$ cat src/rtl/ysyx_040750_data_ld.sv
`default_nettype none
// ============================================================================
// Module   : ysyx_040750_data_ld
// Brief    : Load-data aligner. Extracts a byte/half/word/dword at a byte
//            offset of an 8-byte read beat and sign/zero-extends it.
//            YSYX_040750_LD_MISALIGN_EN enables two-beat line-crossing loads;
//            without it a crossing load returns an error.
// Revision : 1.0 - initial release
// ============================================================================
module ysyx_040750_data_ld (
    input  logic        I_sys_clk,
    input  logic        I_rst,
    input  logic        I_req_valid,
    output logic        O_req_ready,
    input  logic [2:0]  I_addr_off,
    input  logic [1:0]  I_size,
    input  logic        I_unsigned,
    input  logic [4:0]  I_rd,
    input  logic        I_rdata_valid,
    input  logic [63:0] I_rdata,
    output logic        O_ld_valid,
    input  logic        I_ld_ready,
    output logic [63:0] O_ld_data,
    output logic [4:0]  O_ld_rd,
    output logic        O_ld_err
);

    typedef enum logic [1:0] {
        S_IDLE  = 2'd0,
        S_WAIT0 = 2'd1,
        S_WAIT1 = 2'd2,
        S_OUT   = 2'd3
    } state_t;

    state_t      r_state;
    state_t      w_next;
    logic [2:0]  r_off;
    logic [1:0]  r_size;
    logic        r_unsigned;
    logic [4:0]  r_rd;
    logic [63:0] r_data;
    logic        r_err;

    logic [3:0]  w_bytes;
    logic        w_cross;
    logic [5:0]  w_shamt;
    logic [63:0] w_shifted;
    logic [63:0] w_ext;

    assign w_bytes = 4'd1 << r_size;
    assign w_cross = ({1'b0, r_off} + w_bytes) > 4'd8;
    assign w_shamt = {r_off, 3'b000};

`ifdef YSYX_040750_LD_MISALIGN_EN
    logic [63:0] r_beat0;

    // Second beat supplies the upper bytes of the {beat1, beat0} window.
    assign w_shifted = (r_state == S_WAIT1)
                     ? ((r_beat0 >> w_shamt) | (I_rdata << (7'd64 - {1'b0, w_shamt})))
                     : (I_rdata >> w_shamt);
`else
    assign w_shifted = I_rdata >> w_shamt;
`endif

    always_comb begin
        w_ext = w_shifted;
        case (r_size)
            2'd0:    w_ext = r_unsigned ? {56'd0, w_shifted[7:0]}
                                        : {{56{w_shifted[7]}}, w_shifted[7:0]};
            2'd1:    w_ext = r_unsigned ? {48'd0, w_shifted[15:0]}
                                        : {{48{w_shifted[15]}}, w_shifted[15:0]};
            2'd2:    w_ext = r_unsigned ? {32'd0, w_shifted[31:0]}
                                        : {{32{w_shifted[31]}}, w_shifted[31:0]};
            default: w_ext = w_shifted;
        endcase
    end

    always_comb begin
        w_next = r_state;
        case (r_state)
            S_IDLE:  if (I_req_valid) w_next = S_WAIT0;
            S_WAIT0: begin
                if (I_rdata_valid) begin
`ifdef YSYX_040750_LD_MISALIGN_EN
                    w_next = w_cross ? S_WAIT1 : S_OUT;
`else
                    w_next = S_OUT;
`endif
                end
            end
            S_WAIT1: if (I_rdata_valid) w_next = S_OUT;
            S_OUT:   if (I_ld_ready) w_next = S_IDLE;
            default: w_next = S_IDLE;
        endcase
    end

    always_ff @(posedge I_sys_clk) begin
        if (I_rst) begin
            r_state    <= S_IDLE;
            r_off      <= 3'd0;
            r_size     <= 2'd0;
            r_unsigned <= 1'b0;
            r_rd       <= 5'd0;
            r_data     <= 64'd0;
            r_err      <= 1'b0;
`ifdef YSYX_040750_LD_MISALIGN_EN
            r_beat0    <= 64'd0;
`endif
        end else begin
            r_state <= w_next;
            case (r_state)
                S_IDLE: begin
                    if (I_req_valid) begin
                        r_off      <= I_addr_off;
                        r_size     <= I_size;
                        r_unsigned <= I_unsigned;
                        r_rd       <= I_rd;
                        r_err      <= 1'b0;
                    end
                end
                S_WAIT0: begin
                    if (I_rdata_valid) begin
                        if (w_cross) begin
`ifdef YSYX_040750_LD_MISALIGN_EN
                            r_beat0 <= I_rdata;
`else
                            r_data  <= 64'd0;
                            r_err   <= 1'b1;
`endif
                        end else begin
                            r_data <= w_ext;
                            r_err  <= 1'b0;
                        end
                    end
                end
                S_WAIT1: begin
                    if (I_rdata_valid) begin
                        r_data <= w_ext;
                        r_err  <= 1'b0;
                    end
                end
                default: ;
            endcase
        end
    end

    assign O_req_ready = (r_state == S_IDLE);
    assign O_ld_valid  = (r_state == S_OUT);
    assign O_ld_data   = r_data;
    assign O_ld_rd     = r_rd;
    assign O_ld_err    = r_err;

endmodule
`default_nettype wire

$ cat config.mk
export PLATFORM = sky130hd
export DESIGN_NAME = ysyx_040750_data_ld
export DESIGN_NICKNAME = d
export VERILOG_FILES = /design/src/rtl/ysyx_040750_data_ld.sv
export SDC_FILE = /design/constraint.sdc
export NUM_CORES = 1
export LEC_CHECK = 0
export BUFFER_PORTS_ARGS = -buffer_cell sky130_fd_sc_hd__buf_2
export CORE_ASPECT_RATIO = 1.75
export CORE_MARGIN = 2
export CORE_UTILIZATION = 48
export DETAILED_ROUTE_END_ITERATION = 6
export PLACE_DENSITY = 0.78
export SLEW_MARGIN = 15
export SYNTH_ARGS = -nofsm -noshare
export SYNTH_HDL_FRONTEND = slang
export SYNTH_SLANG_ARGS = --single-unit
$ cat constraint.sdc
create_clock -name I_sys_clk -period 2.7 [get_ports I_sys_clk]
set_input_delay 0.27 -clock I_sys_clk [delete_from_list [all_inputs] [get_ports I_sys_clk]]
set_output_delay 0.27 -clock I_sys_clk [all_outputs]
set_load 0.005 [all_outputs]
Word-level counts from Yosys, hierarchy flattened
Index checks and enable logic that the tools add are counted.
Storage, ports and cells
  RAM bits: 0
  bits in latches: 0
  logic and storage cells: 47
  memory bits (read-only): 0
  output and inout port bits: 72
  input bits: 80
  flip-flop bits (word level): 78
  memories kept: 0
Cells by class
  multiply operators: 0
  equal/unequal tests: 10
  bitwise logic cells: 0
  shifts and indexed selects: 2
  reductions and logical operators: 9
  div/mod/pow operators: 0
  $lt $le $gt $ge: 1
  add/subtract/negate cells: 1
  multiplexer cells: 17
Operators with widths (number)
  64-bit two-way mux: 6
  64-bit one-hot mux with 3 select lines: 1
  64-bit one-hot mux with 2 select lines: 1
  64-bit by 6-bit right shift with 64-bit output: 1
  2-bit == test, second input constant: 3
  2-bit two-way mux: 3
  2-bit inequality test, second input constant: 3
  2-bit one-hot mux with 3 select lines: 1
  3-bit AND reduction: 2
  3-bit by 4-bit adder with 4-bit output: 1
  2-bit by 1-bit == test with 1-bit output, second input constant: 2
  4-bit greater-than comparator, second input constant: 1
  2-bit logical NOT: 2
  1-bit two-way mux: 4
  2-bit by 1-bit inequality test with 1-bit output, second input constant: 2
  4-bit AND reduction: 1
  1-bit by 2-bit << shifter with 4-bit output, first input constant: 1
  1-bit one-hot mux with 3 select lines: 1
  3-bit nonzero test: 1
  2-bit AND reduction: 1
  2-bit nonzero test: 1
  2-bit OR reduction: 1

Longest topological paths before layout
Gate-level depths: netlist of run 1.
  depth in word-level cells: 6
  depth in mapped cells: 11
  depth with buffers taken out: 9

Worst setup path before layout of run 1
No wires, ideal clock.
  kind: register to register
  start point: register r_size[0]
  end point: register r_data[33], in the netlist O_ld_data[33]
  library setup time: 0.126 ns
  period minus slack after synthesis: 2.714 ns
  cell stages (with the launch flop): 12
  arrival: 2.587 ns
  required time: 2.574 ns
  path buffers: 2
  slack: -0.014 ns
  cells stage by stage: dfxtp_1 -> buf_2 -> nor2_1 -> ha_1 -> inv_1 -> fa_1 -> xor2_1 -> xnor2_1 -> o32ai_2 -> o41ai_2 -> buf_2 -> a211oi_2
Between the ends
  longest elaborated chain between the ends: 6
  elaborated cells between the ends (all ways): 11
  those cells by class: 1 x add/sub; 1 x order compare; 2 x eq/ne; 1 x shift; 5 x mux; 1 x reduce/logical
Ends and longest elaborated chain
  from (decl): RTL line 38  | logic [1:0] r_size;
  from (signal assigned): RTL line 115  | r_size <= I_size;
  1-bit by 2-bit << shifter with 4-bit output: RTL line 50  | assign w_bytes = 4'd1 << r_size;
  3-bit by 4-bit adder with 4-bit output: RTL line 51  | assign w_cross = ({1'b0, r_off} + w_bytes) > 4'd8;
  4-bit greater-than comparator: RTL line 51
  64-bit two-way mux: RTL line 123  | if (w_cross) begin
  64-bit two-way mux: RTL line 122  | if (I_rdata_valid) begin
  64-bit one-hot mux with 2 select lines (*): RTL line 111  | case (r_state)
  to (signal assigned): RTL line 131  | r_data <= w_ext;
  to (signal assigned): RTL line 138  | r_data <= w_ext;
  to (decl): RTL line 41  | logic [63:0] r_data;
Mark *: on every way between the ends. The rest lies on a longest branch, timed or not. The select of a mux whose other input is x is not followed.
A chain may end at the register's enable or synchronous reset.

Worst setup path in the final report of run 1
  start point: register r_size[1]
  end point: register r_data[31], in the netlist O_ld_data[31]
The elaborated chain is that of the path after synthesis.

==> flow_metrics.py, run 1 <==
metrics = {
    "worst_setup_path": {
        "slowest_stage": "fa_1",
        "worstPathRequired_ns": 2.91,
        "critPathKind": "reg2reg",
        "arrival_ns": 2.68,
        "start_kind": "flop",
        "critPathMaxFanout": 24,
        "cp_slowest_stage_delay_ns": 0.40,
        "r2r-start": "r_size[1]$_SDFFE_PP0P_",
        "endpoint_kind": "flop",
        "path_cells": "nor2_2 -> ha_1 -> inv_1 -> fa_1 -> xor2_1 -> xnor2_1 -> o32ai_2 -> o311ai_2 -> buf_4 -> o21ai_0",
        "cp-startpoint": "r_size[1]$_SDFFE_PP0P_",
    },
    "cts": {
        "htreeDepth": 3,
        "cts_hold_buffers": 0,
        "numClockSinks": 78,
        "insertion_delay_ns": 0.34,
        "root_buffer": "clkbuf_16",
        "cts_buffers": 9,
        "post_cts_resized": 0,
        "post-cts-setup-buffer-count": 0,
        "cts_tree": "yes",
        "clk_pin_slew_ns": 0.06,
        "clockBufferDepth": 2,
    },
    "global_route": {
        "gr-total-overflow": 0,
        "antenna_found_initial": 0,
        "grt_pass1_vias": 5043,
        "grt_pass1_wl_mm": 25.9,
        "grt_max_degree": 58,
        "gr-usage-all-layers_pct": 29.4,
    },
    "cells_and_area": {
        "nets": 789,
        "design_area_um2": 6350,
        "n_fill_cell": 929,
        "diodes": 0,
        "drive_gt1_share_pct": 38.7,
        "area_growth_pct": 23.7,
    },
    "status": {
        "status": "finished, final reports clean",
    },
    "synth": {
        "synth-seq-cells": 78,
        "ys_types": 53,
        "async_flop_share_pct": 0,
        "syn_nets": 657,
        "synth_edf_count": 0,
        "avgSynthCellArea_um2": 9.02,
        "synth_warnings": 0,
        "ys.flop_type": "dfxtp_1",
        "syn_inst": 569,
        "synth_seq_area_share_pct": 30.4,
        "syn_area_um2": 5130,
    },
    "power": {
        "p_seq_share_pct": 29.9,
        "swShare_pct": 37.8,
        "intPower_mw": 3.23,
        "cellLeakagePower_nw": 2.52,
        "irDropWorstVdd_uv": 602,
        "p_per_area_nw_per_um2": 817,
        "clockPowerShare_pct": 27.0,
        "combPwrFrac_pct": 43.1,
        "power_switching_mw": 1.96,
    },
    "timing": {
        "skew_ns": 0.00573,
        "slew_viol_final": 0,
        "clock.fmax_mhz": 406,
        "setup_tns_ns": 0,
        "rsz0062_at_grt": "false",
        "worst_slew_pin_slew_ns": 0.635,
        "min_period_ns": 2.46,
        "period_share_pct": 91.2,
        "hold_viol_final": 0,
        "slew_headroom_pct": 57.5,
        "setup_viol": 0,
    },
    "route": {
        "vias": 5201,
        "drtIter0Drc": 443,
        "ant_nets": 0,
        "first_pass_iters": 6,
        "drt_wl_total_mm": 16.9,
        "drc": 0,
        "wl_per_cell_um": 20.3,
        "vias_per_cell": 6.23,
    },
    "worst_hold_path": {
        "hold_start": "I_addr_off[1]",
        "hold_class": "in2reg",
    },
    "die": {
        "io_pins": 152,
        "dieArea_um2": 11600,
        "die_y_um": 141,
        "die_width_um": 82.2,
        "num_rows": 50,
        "coreArea_um2": 10600,
        "start_util_pct": 48.6,
    },
    "place": {
        "dpl_cell_area_um2": 6010,
        "gp_congestion": 0.949,
        "dp_hpwl_mm": 12.8,
        "numPortBuffers": 151,
    },
    "run": {
        "drv_cap": 0,
    },
}
## cells in the final DEF (no fill, tap or decap), drive strengths merged, types with 9 or more instances in the layout
cell type,count
a211oi,36
a21oi,50
a22oi,25
buf,171
clkbuf,11
dfxtp,78
inv,9
mux2,20
mux2i,23
mux4,23
nand2,73
nor2,54
nor3,27
o21ai,33
o22ai,11
o31ai,9
## cell usage after synthesis (2+ instances only)
library cell / number / area, um2
a22o_1: 8 / 70.1
nand2_1: 71 / 267
o31ai_1: 8 / 60.1
mux2i_1: 23 / 230
o22ai_1: 10 / 62.6
mux2_2: 16 / 180
nand2b_1: 3 / 18.8
nor3_4: 2 / 32.5
and2_1: 2 / 12.5
a211oi_1: 6 / 45.0
clkbuf_2: 2 / 10.0
a32o_1: 7 / 70.1
o21ai_1: 21 / 105
inv_2: 2 / 7.51
a22oi_1: 25 / 188
dfxtp_1: 78 / 1560
buf_1: 4 / 15.0
buf_4: 5 / 37.5
clkbuf_1: 16 / 60.1
nor2_1: 54 / 203
inv_1: 7 / 26.3
nor3_1: 24 / 120
nand2_2: 2 / 12.5
buf_6: 6 / 67.6
nor2b_1: 4 / 25.0
o21ai_0: 12 / 60.1
mux4_2: 23 / 518
a21oi_1: 50 / 250
ha_1: 7 / 87.6
mux2_1: 3 / 33.8
buf_2: 17 / 85.1
a211oi_2: 30 / 375
## kinds of logic (layout without fill, tap and decap cells)
logic type	count (synthesis)	after routing	share of synthesized area [%]
flops	78	78	30.4
simple gates	171	171	15.1
buf+inv	59	195	6.02
xor+xnor	2	2	0.341
mux	66	66	19.0
compound gates	185	185	27.0
fa+ha+maj	8	8	2.10
## final timing paths
check / end / slack, ns / cells past startpoint
setup / recovery: O_ld_data[31]$_SDFFE_PP0P_ / 0.24 / 10
hold / removal: r_off[1]$_SDFFE_PP0P_ / 0.17 / 3
setup reg to reg: O_ld_data[31]$_SDFFE_PP0P_ / 0.24 / 10
hold reg to reg: O_ld_data[29]$_SDFFE_PP0P_ / 0.44 / 2
## per-layer routing
| layer | wire length (um) | part of all wire [%] | GRT usage (%) |
|---|---|---|---|
| met5 | 0 | 0 | 0 |
| met4 | 1290 | 7.6 | 20.5 |
| met3 | 1210 | 7.1 | 5.06 |
| met2 | 8330 | 49 | 47.5 |
| met1 | 6110 | 36 | 34.0 |
## power groups by stage
| stage | clock (mW) | combinational [mW] | sequential (mW) |
|---|---|---|---|
| final | 1.40 | 2.24 | 1.55 |
| after global routing | 1.46 | 2.43 | 1.58 |
| after CTS | 1.41 | 2.23 | 1.55 |
| after detailed placement | 0 | 2.21 | 1.57 |
| after global placement | 0 | 2.15 | 1.56 |
| after floorplan | 0 | 1.53 | 1.54 |
## critical path, delay by kind of cell (launching register included)
family	cells	cell delay, ns
compound gates	3	0.55
fa+ha+maj	2	0.59
flops	1	0.32
simple gates	1	0.12
buf+inv	2	0.38
xor+xnor	2	0.37
## state kept, by name, indices dropped and copies added, names as in the netlist
name        flops
r_unsigned      1
O_ld_rd         5
O_ld_err        1
r_size          2
O_ld_data      64
r_state         2
r_off           3
## final cells by class
class | instances | area [um2] | area share, %
sequential | 78 | 1560 | 24.6
tap | 130 | 163 | 2.56
inverter | 9 | 33.8 | 0.532
clock buffer | 11 | 243 | 3.82
clock inverter | 4 | 95.1 | 1.50
multi-input combinational | 432 | 3280 | 51.7
timing repair buffer | 171 | 968 | 15.2
## per-stage QoR
stage	hold slack [ns]	power [mW]	std cells	worst slack, ns	utilization, %
6_report	0.168	5.19	835	0.237	60.1
5_1_grt	0.162	5.46	835	0.0304	60.1
4_1_cts	0.162	5.18	835	0.224	60.1
3_5_place_dp	0.440	3.78	820	0.260	56.9
3_3_place_gp	0.438	3.71	820	0.324	56.9
2_1_floorplan	0.406	3.07	569	0.105	-
Power figures use the tool's default switching activity.
==> run 2, diff against run 1 <==
--- a/config.mk
+++ b/config.mk
@@ -10,7 +10,7 @@
 export CORE_MARGIN = 2
 export CORE_UTILIZATION = 48
 export DETAILED_ROUTE_END_ITERATION = 6
-export PLACE_DENSITY = 0.78
+export PLACE_DENSITY = 0.84
 export SLEW_MARGIN = 15
 export SYNTH_ARGS = -nofsm -noshare
 export SYNTH_HDL_FRONTEND = slang
==> flow_metrics.py, run 2 (synthesized netlist as in run 1, its figures left out) <==
metrics = {
    "die": {
        "start_util_pct": 48.6,
        "dieArea_um2": 11600,
        "coreArea_um2": 10600,
        "die_width_um": 82.2,
        "io_pins": 152,
        "die_y_um": 141,
        "num_rows": 50,
    },
    "power": {
        "power_switching_mw": 1.95,
        "swShare_pct": 38.7,
        "p_seq_share_pct": 31.0,
        "clockPowerShare_pct": 25.2,
        "irDropWorstVdd_uv": 467,
        "combPwrFrac_pct": 43.9,
        "cellLeakagePower_nw": 2.49,
        "p_per_area_nw_per_um2": 800,
        "intPower_mw": 3.09,
    },
    "timing": {
        "worst_slew_pin_slew_ns": 0.598,
        "slew_viol_final": 0,
        "skew_ns": 0.00639,
        "clock.fmax_mhz": 395,
        "hold_viol_final": 0,
        "slew_headroom_pct": 60.1,
        "setup_viol": 0,
        "setup_tns_ns": 0,
        "rsz0062_at_grt": "false",
        "min_period_ns": 2.53,
        "period_share_pct": 93.7,
    },
    "route": {
        "vias": 5228,
        "drc": 0,
        "drt_wl_total_mm": 17.0,
        "wl_per_cell_um": 20.3,
        "ant_nets": 0,
        "first_pass_iters": 5,
        "drtIter0Drc": 415,
        "vias_per_cell": 6.26,
    },
    "global_route": {
        "grt_max_degree": 45,
        "grt_pass1_wl_mm": 26.0,
        "gr-total-overflow": 0,
        "gr-usage-all-layers_pct": 29.6,
        "antenna_found_initial": 0,
        "grt_pass1_vias": 5157,
    },
    "run": {
        "drv_cap": 0,
    },
    "worst_setup_path": {
        "start_kind": "flop",
        "path_cells": "nor2_2 -> ha_1 -> inv_1 -> fa_1 -> xor2_1 -> xnor2_1 -> o32ai_2 -> o311ai_2 -> buf_6 -> o21ai_0",
        "worstPathRequired_ns": 2.90,
        "worstReg2RegEnd": "O_ld_data[6]$_SDFFE_PP0P_",
        "slowest_stage": "fa_1",
        "critPathMaxFanout": 24,
        "rrSetupSlack_ns": 0.17,
        "ff2ff_path_depth": 10,
        "endpoint_kind": "flop",
        "arrival_ns": 2.73,
        "cp_slowest_stage_delay_ns": 0.41,
        "r2r-start": "r_size[0]$_SDFFE_PP0P_",
        "crit_path_end": "O_ld_data[6]$_SDFFE_PP0P_",
        "cp-startpoint": "r_size[0]$_SDFFE_PP0P_",
        "critPathKind": "reg2reg",
    },
    "cts": {
        "clockBufferDepth": 2,
        "clk_pin_slew_ns": 0.06,
        "root_buffer": "clkbuf_16",
        "htreeDepth": 3,
        "cts_hold_buffers": 0,
        "cts_buffers": 9,
        "insertion_delay_ns": 0.33,
        "cts_tree": "yes",
        "numClockSinks": 78,
    },
    "cells_and_area": {
        "diodes": 0,
        "largest_register_ffs": 64,
        "n_fill_cell": 922,
        "design_area_um2": 6300,
        "layout_commonest_cell": "buf_2",
        "regArea_um2": 1560,
        "area_growth_pct": 22.6,
        "multi_input_area_um2": 3280,
        "nets": 789,
        "drive_gt1_share_pct": 38.6,
        "final_cell_mix": "151 x buf_2, 76 x dfxtp_1, 71 x nand2_1, 52 x nor2_1, 50 x a21oi_1",
    },
    "status": {
        "status": "finished, final reports clean",
    },
    "place": {
        "gp_congestion": 0.979,
        "numPortBuffers": 151,
        "dpl_cell_area_um2": 5970,
        "dp_hpwl_mm": 12.9,
    },
    "worst_hold_path": {
        "hold_class": "in2reg",
    },
}
[run 2: changes by cell type in the layout (fill, tap and decap cells not counted)]
cell,delta
buf_4,+1
buf_12,-2
buf_6,+1
clkbuf_1,+1
clkinvlp_4,+1
clkbuf_8,-1
bufinv_16,-1
[run 2: how the worst min path moves through the flow]
stage | from | slack (ns) | end | depth (start not counted)
5_1_grt | I_addr_off[0] | 0.17 | r_off[0]$_SDFFE_PP0P_ | 3
3_3_place_gp | O_ld_rd[4]$_SDFFE_PP0P_ | 0.44 | O_ld_rd[4]$_SDFFE_PP0P_ | 2
3_5_place_dp | O_ld_data[20]$_SDFFE_PP0P_ | 0.44 | O_ld_data[20]$_SDFFE_PP0P_ | 2
2_1_floorplan | I_rd[0] | 0.41 | O_ld_rd[0]$_SDFFE_PP0P_ | 2
6_report | I_addr_off[1] | 0.16 | r_off[1]$_SDFFE_PP0P_ | 3
4_1_cts | I_addr_off[1] | 0.16 | r_off[1]$_SDFFE_PP0P_ | 3
[run 2: per-layer routing]
metal / track usage [%] / vias up / share of wire (%)
met5: 0 / - / 0
met4: 22.5 / 0 / 7.8
met3: 4.48 / 74 / 6.0
met2: 50.3 / 260 / 51
met1: 31.6 / 2518 / 35
li1: - / 2376 / -
[run 2: worst max-delay path, delay by kind of cell, from the launching register on]
kind / cells / cell delay, ns
flops: 1 / 0.38
compound gates: 3 / 0.59
fa+ha+maj: 2 / 0.59
simple gates: 1 / 0.14
buf+inv: 2 / 0.31
xor+xnor: 2 / 0.37
[run 2: per-stage QoR]
step	instances	setup slack [ns]	power, mW	util, %	hold slack (ns)
final	835	0.170	5.04	59.6	0.163
after global routing	835	0.00171	5.31	59.6	0.173
after CTS	833	0.122	5.03	59.4	0.157
after detailed placement	818	0.140	3.75	56.5	0.443
after global placement	818	0.269	3.66	56.5	0.438
after floorplan	569	0.105	3.07	-	0.406
[run 2: layout make-up]
type,instances,area share [%]
Sequential cell,78,24.8
Inverter,9,0.536
Multi-Input combinational cell,432,52.2
Clock inverter,4,1.15
Tap cell,130,2.58
Clock buffer,11,3.70
Timing Repair Buffer,171,15.0
[run 2: power groups by stage]
stage | logic (mW) | registers [mW] | clock network, mW
global route | 2.40 | 1.58 | 1.33
detailed placement | 2.17 | 1.58 | 0
finish | 2.21 | 1.56 | 1.27
floorplan | 1.53 | 1.54 | 0
global placement | 2.09 | 1.56 | 0
CTS | 2.19 | 1.56 | 1.28
[run 2: what timing repair did]
action                     CTS  global route
setup endpoints to repair    0            14
buffers inserted             0             2
resized for setup            0             1
==> run 3, diff against run 2 <==
--- a/config.mk
+++ b/config.mk
@@ -5,12 +5,13 @@
 export SDC_FILE = /design/constraint.sdc
 export NUM_CORES = 1
 export LEC_CHECK = 0
+export ABC_AREA = 1
 export BUFFER_PORTS_ARGS = -buffer_cell sky130_fd_sc_hd__buf_2
 export CORE_ASPECT_RATIO = 1.75
 export CORE_MARGIN = 2
 export CORE_UTILIZATION = 48
 export DETAILED_ROUTE_END_ITERATION = 6
-export PLACE_DENSITY = 0.84
+export PLACE_DENSITY = 0.83
 export SLEW_MARGIN = 15
 export SYNTH_ARGS = -nofsm -noshare
 export SYNTH_HDL_FRONTEND = slang
==> flow_metrics.py, run 3 <==
metrics = {
    "place": {
        "dpl_cell_area_um2": 5930,
        "pre_cts_slack_ns": 0.177,
        "dp_hpwl_mm": 13.2,
        "place_inst": 1094,
        "numPortBuffers": 151,
        "gp_congestion": 0.995,
    },
    "route": {
        "drt_wl_total_mm": 17.8,
        "drc": 0,
        "vias_per_cell": 5.66,
        "wl_per_cell_um": 16.1,
        "vias": 6286,
        "first_pass_iters": 5,
        "drtIter0Drc": 785,
        "ant_nets": 0,
    },
    "worst_setup_path": {
        "r2r-start": "r_size[1]$_SDFFE_PP0P_",
        "cp-startpoint": "r_size[1]$_SDFFE_PP0P_",
        "crit_path_end": "O_ld_data[24]$_SDFFE_PP0P_",
        "endpoint_kind": "flop",
        "worstReg2RegEnd": "O_ld_data[24]$_SDFFE_PP0P_",
        "cp_slowest_stage_delay_ns": 0.49,
        "crit_buf_inv": 3,
        "critical_path_cell_count": 12,
        "critPathMaxFanout": 64,
        "worstPathRequired_ns": 2.97,
        "ff2ff_path_depth": 12,
        "start_kind": "flop",
        "critPathKind": "reg2reg",
        "critPathTopFamily": "simple AND/OR/NAND/NOR gates",
        "arrival_ns": 2.75,
        "cp_common_cell": "inv_1",
        "rrSetupSlack_ns": 0.22,
        "slowest_stage": "fa_1",
        "path_cells": "nor2_4 -> ha_1 -> inv_1 -> fa_1 -> inv_1 -> nor2_1 -> nand3_2 -> nand4_1 -> nand2_2 -> inv_8 -> nand2_1 -> a21oi_1",
    },
    "cells_and_area": {
        "final_cell_mix": "337 x nand2_1, 151 x buf_2, 103 x nand3_1, 92 x a21oi_1, 77 x dfxtp_1",
        "layout_commonest_cell": "nand2_1",
        "area_growth_pct": 16.5,
        "diodes": 0,
        "largest_register_ffs": 64,
        "nets": 1061,
        "design_area_um2": 6240,
        "drive_gt1_share_pct": 20.8,
        "n_fill_cell": 1171,
        "finalNonFillerCells": 1110,
    },
    "power": {
        "cellLeakagePower_nw": 3.06,
        "irDropWorstVdd_uv": 703,
        "power_mw": 5.87,
        "p_per_area_nw_per_um2": 941,
    },
    "timing": {
        "rsz0062_at_grt": "false",
        "setup_tns_ns": 0,
        "worst_slew_pin_slew_ns": 0.661,
        "slew_headroom_pct": 55.9,
        "min_period_ns": 2.48,
        "period_share_pct": 91.9,
        "setup_slack_ns": 0.217,
        "slew_viol_final": 0,
        "setup_viol": 0,
        "skew_ns": 0.00851,
        "hold_viol_final": 0,
        "clock.fmax_mhz": 403,
    },
    "synth": {
        "synth_warnings": 0,
        "synth-seq-cells": 78,
        "syn_nets": 959,
        "synth_top_area_share_pct": 29.1,
        "syn_area_um2": 5360,
        "synth_common_cells": "338 x nand2_1, 103 x nand3_1, 92 x a21oi_1, 78 x dfxtp_1",
        "ys.flop_type": "dfxtp_1",
        "synth_edf_count": 0,
        "syn_inst": 871,
        "synth_seq_area_share_pct": 29.1,
        "avgSynthCellArea_um2": 6.15,
        "synth_area_leaders": "dfxtp_1 29%, nand2_1 24%, nand3_1 9.6%",
        "ys_types": 29,
        "async_flop_share_pct": 0,
        "yosysTopAreaCell": "dfxtp_1",
        "yosysMostFrequentCell": "nand2_1",
    },
    "die": {
        "num_rows": 51,
        "dieArea_um2": 12100,
        "die_y_um": 144,
        "io_pins": 152,
        "die_width_um": 83.9,
        "coreArea_um2": 11000,
        "start_util_pct": 48.8,
    },
    "cts": {
        "clk_pin_slew_ns": 0.07,
        "cts_buffers": 9,
        "cts_hold_buffers": 0,
        "numClockSinks": 78,
        "post-cts-setup-buffer-count": 0,
        "clockBufferDepth": 2,
        "htreeDepth": 3,
        "insertion_delay_ns": 0.34,
        "cts_tree": "yes",
        "post_cts_resized": 0,
        "root_buffer": "clkbuf_16",
    },
    "global_route": {
        "grt_max_degree": 66,
        "use_met1_pct": 30.7,
        "grt_pass1_vias": 5929,
        "grt.busiest_layer": "met2",
        "met3_usage_pct": 6.15,
        "grt_use_met2_pct": 53.2,
        "grt_pass1_wl_mm": 28.5,
        "gr-total-overflow": 0,
        "antenna_found_initial": 0,
        "gr-usage-all-layers_pct": 29.6,
    },
    "worst_hold_path": {
        "hold_class": "in2reg",
        "hold_start": "I_rd[1]",
    },
    "run": {
        "drv_cap": 0,
    },
    "status": {
        "status": "finished, final reports clean",
    },
}
run 3: per-layer routing:
metal,part of all wire [%],routed length (um)
met1,35,6270
met2,52,9260
met5,0,0
met4,6.5,1170
met3,6.3,1130
run 3: area by class of cell:
type	instances	area, um2	area share [%]
multi-input combinational	684	3170	50.7
tap	132	165	2.65
clock buffer	11	243	3.89
timing repair buffer	167	901	14.4
inverter	33	141	2.26
clock inverter	5	63.8	1.02
sequential	78	1560	25.0
run 3: cells by family (layout without fill, tap and decap cells):
group / Yosys count / count (layout) / synth area share [%]
fa+ha+maj: 8 / 8 / 2.01
compound gates: 163 / 163 / 15.9
simple gates: 513 / 513 / 41.1
buf+inv: 109 / 216 / 11.8
flops: 78 / 78 / 29.1
run 3: worst min-delay path by stage:
stage / slack, ns / cells past startpoint / end
5_1_grt: 0.21 / 3 / r_unsigned$_SDFFE_PP0P_
2_1_floorplan: 0.44 / 2 / O_ld_rd[4]$_SDFFE_PP0P_
4_1_cts: 0.19 / 3 / O_ld_rd[1]$_SDFFE_PP0P_
3_3_place_gp: 0.45 / 2 / O_ld_data[51]$_SDFFE_PP0P_
6_report: 0.18 / 3 / O_ld_rd[1]$_SDFFE_PP0P_
3_5_place_dp: 0.45 / 2 / O_ld_data[24]$_SDFFE_PP0P_
run 3: where the power goes:
group / switching, mW / internal (mW) / total, mW / leakage, nW
Clock: 0.520 / 0.752 / 1.27 / 0.147
Combinational: 1.98 / 1.02 / 3.00 / 2.28
Sequential: 0.172 / 1.43 / 1.60 / 0.636
run 3: per-stage QoR:
step	hold slack (ns)	util, %
2_1_floorplan	0.436	-
3_3_place_gp	0.451	54.1
3_5_place_dp	0.454	54.1
4_1_cts	0.185	56.9
5_1_grt	0.207	56.9
6_report	0.180	56.9
run 3: worst reg2reg max path: stages (launching register included):
cell     delay (ns)
dfxtp_1        0.43
nor2_4         0.21
ha_1           0.19
inv_1          0.06
fa_1           0.49
inv_1          0.04
nor2_1         0.11
nand3_2        0.09
nand4_1        0.09
nand2_2        0.10
inv_8          0.26
nand2_1        0.20
a21oi_1        0.15
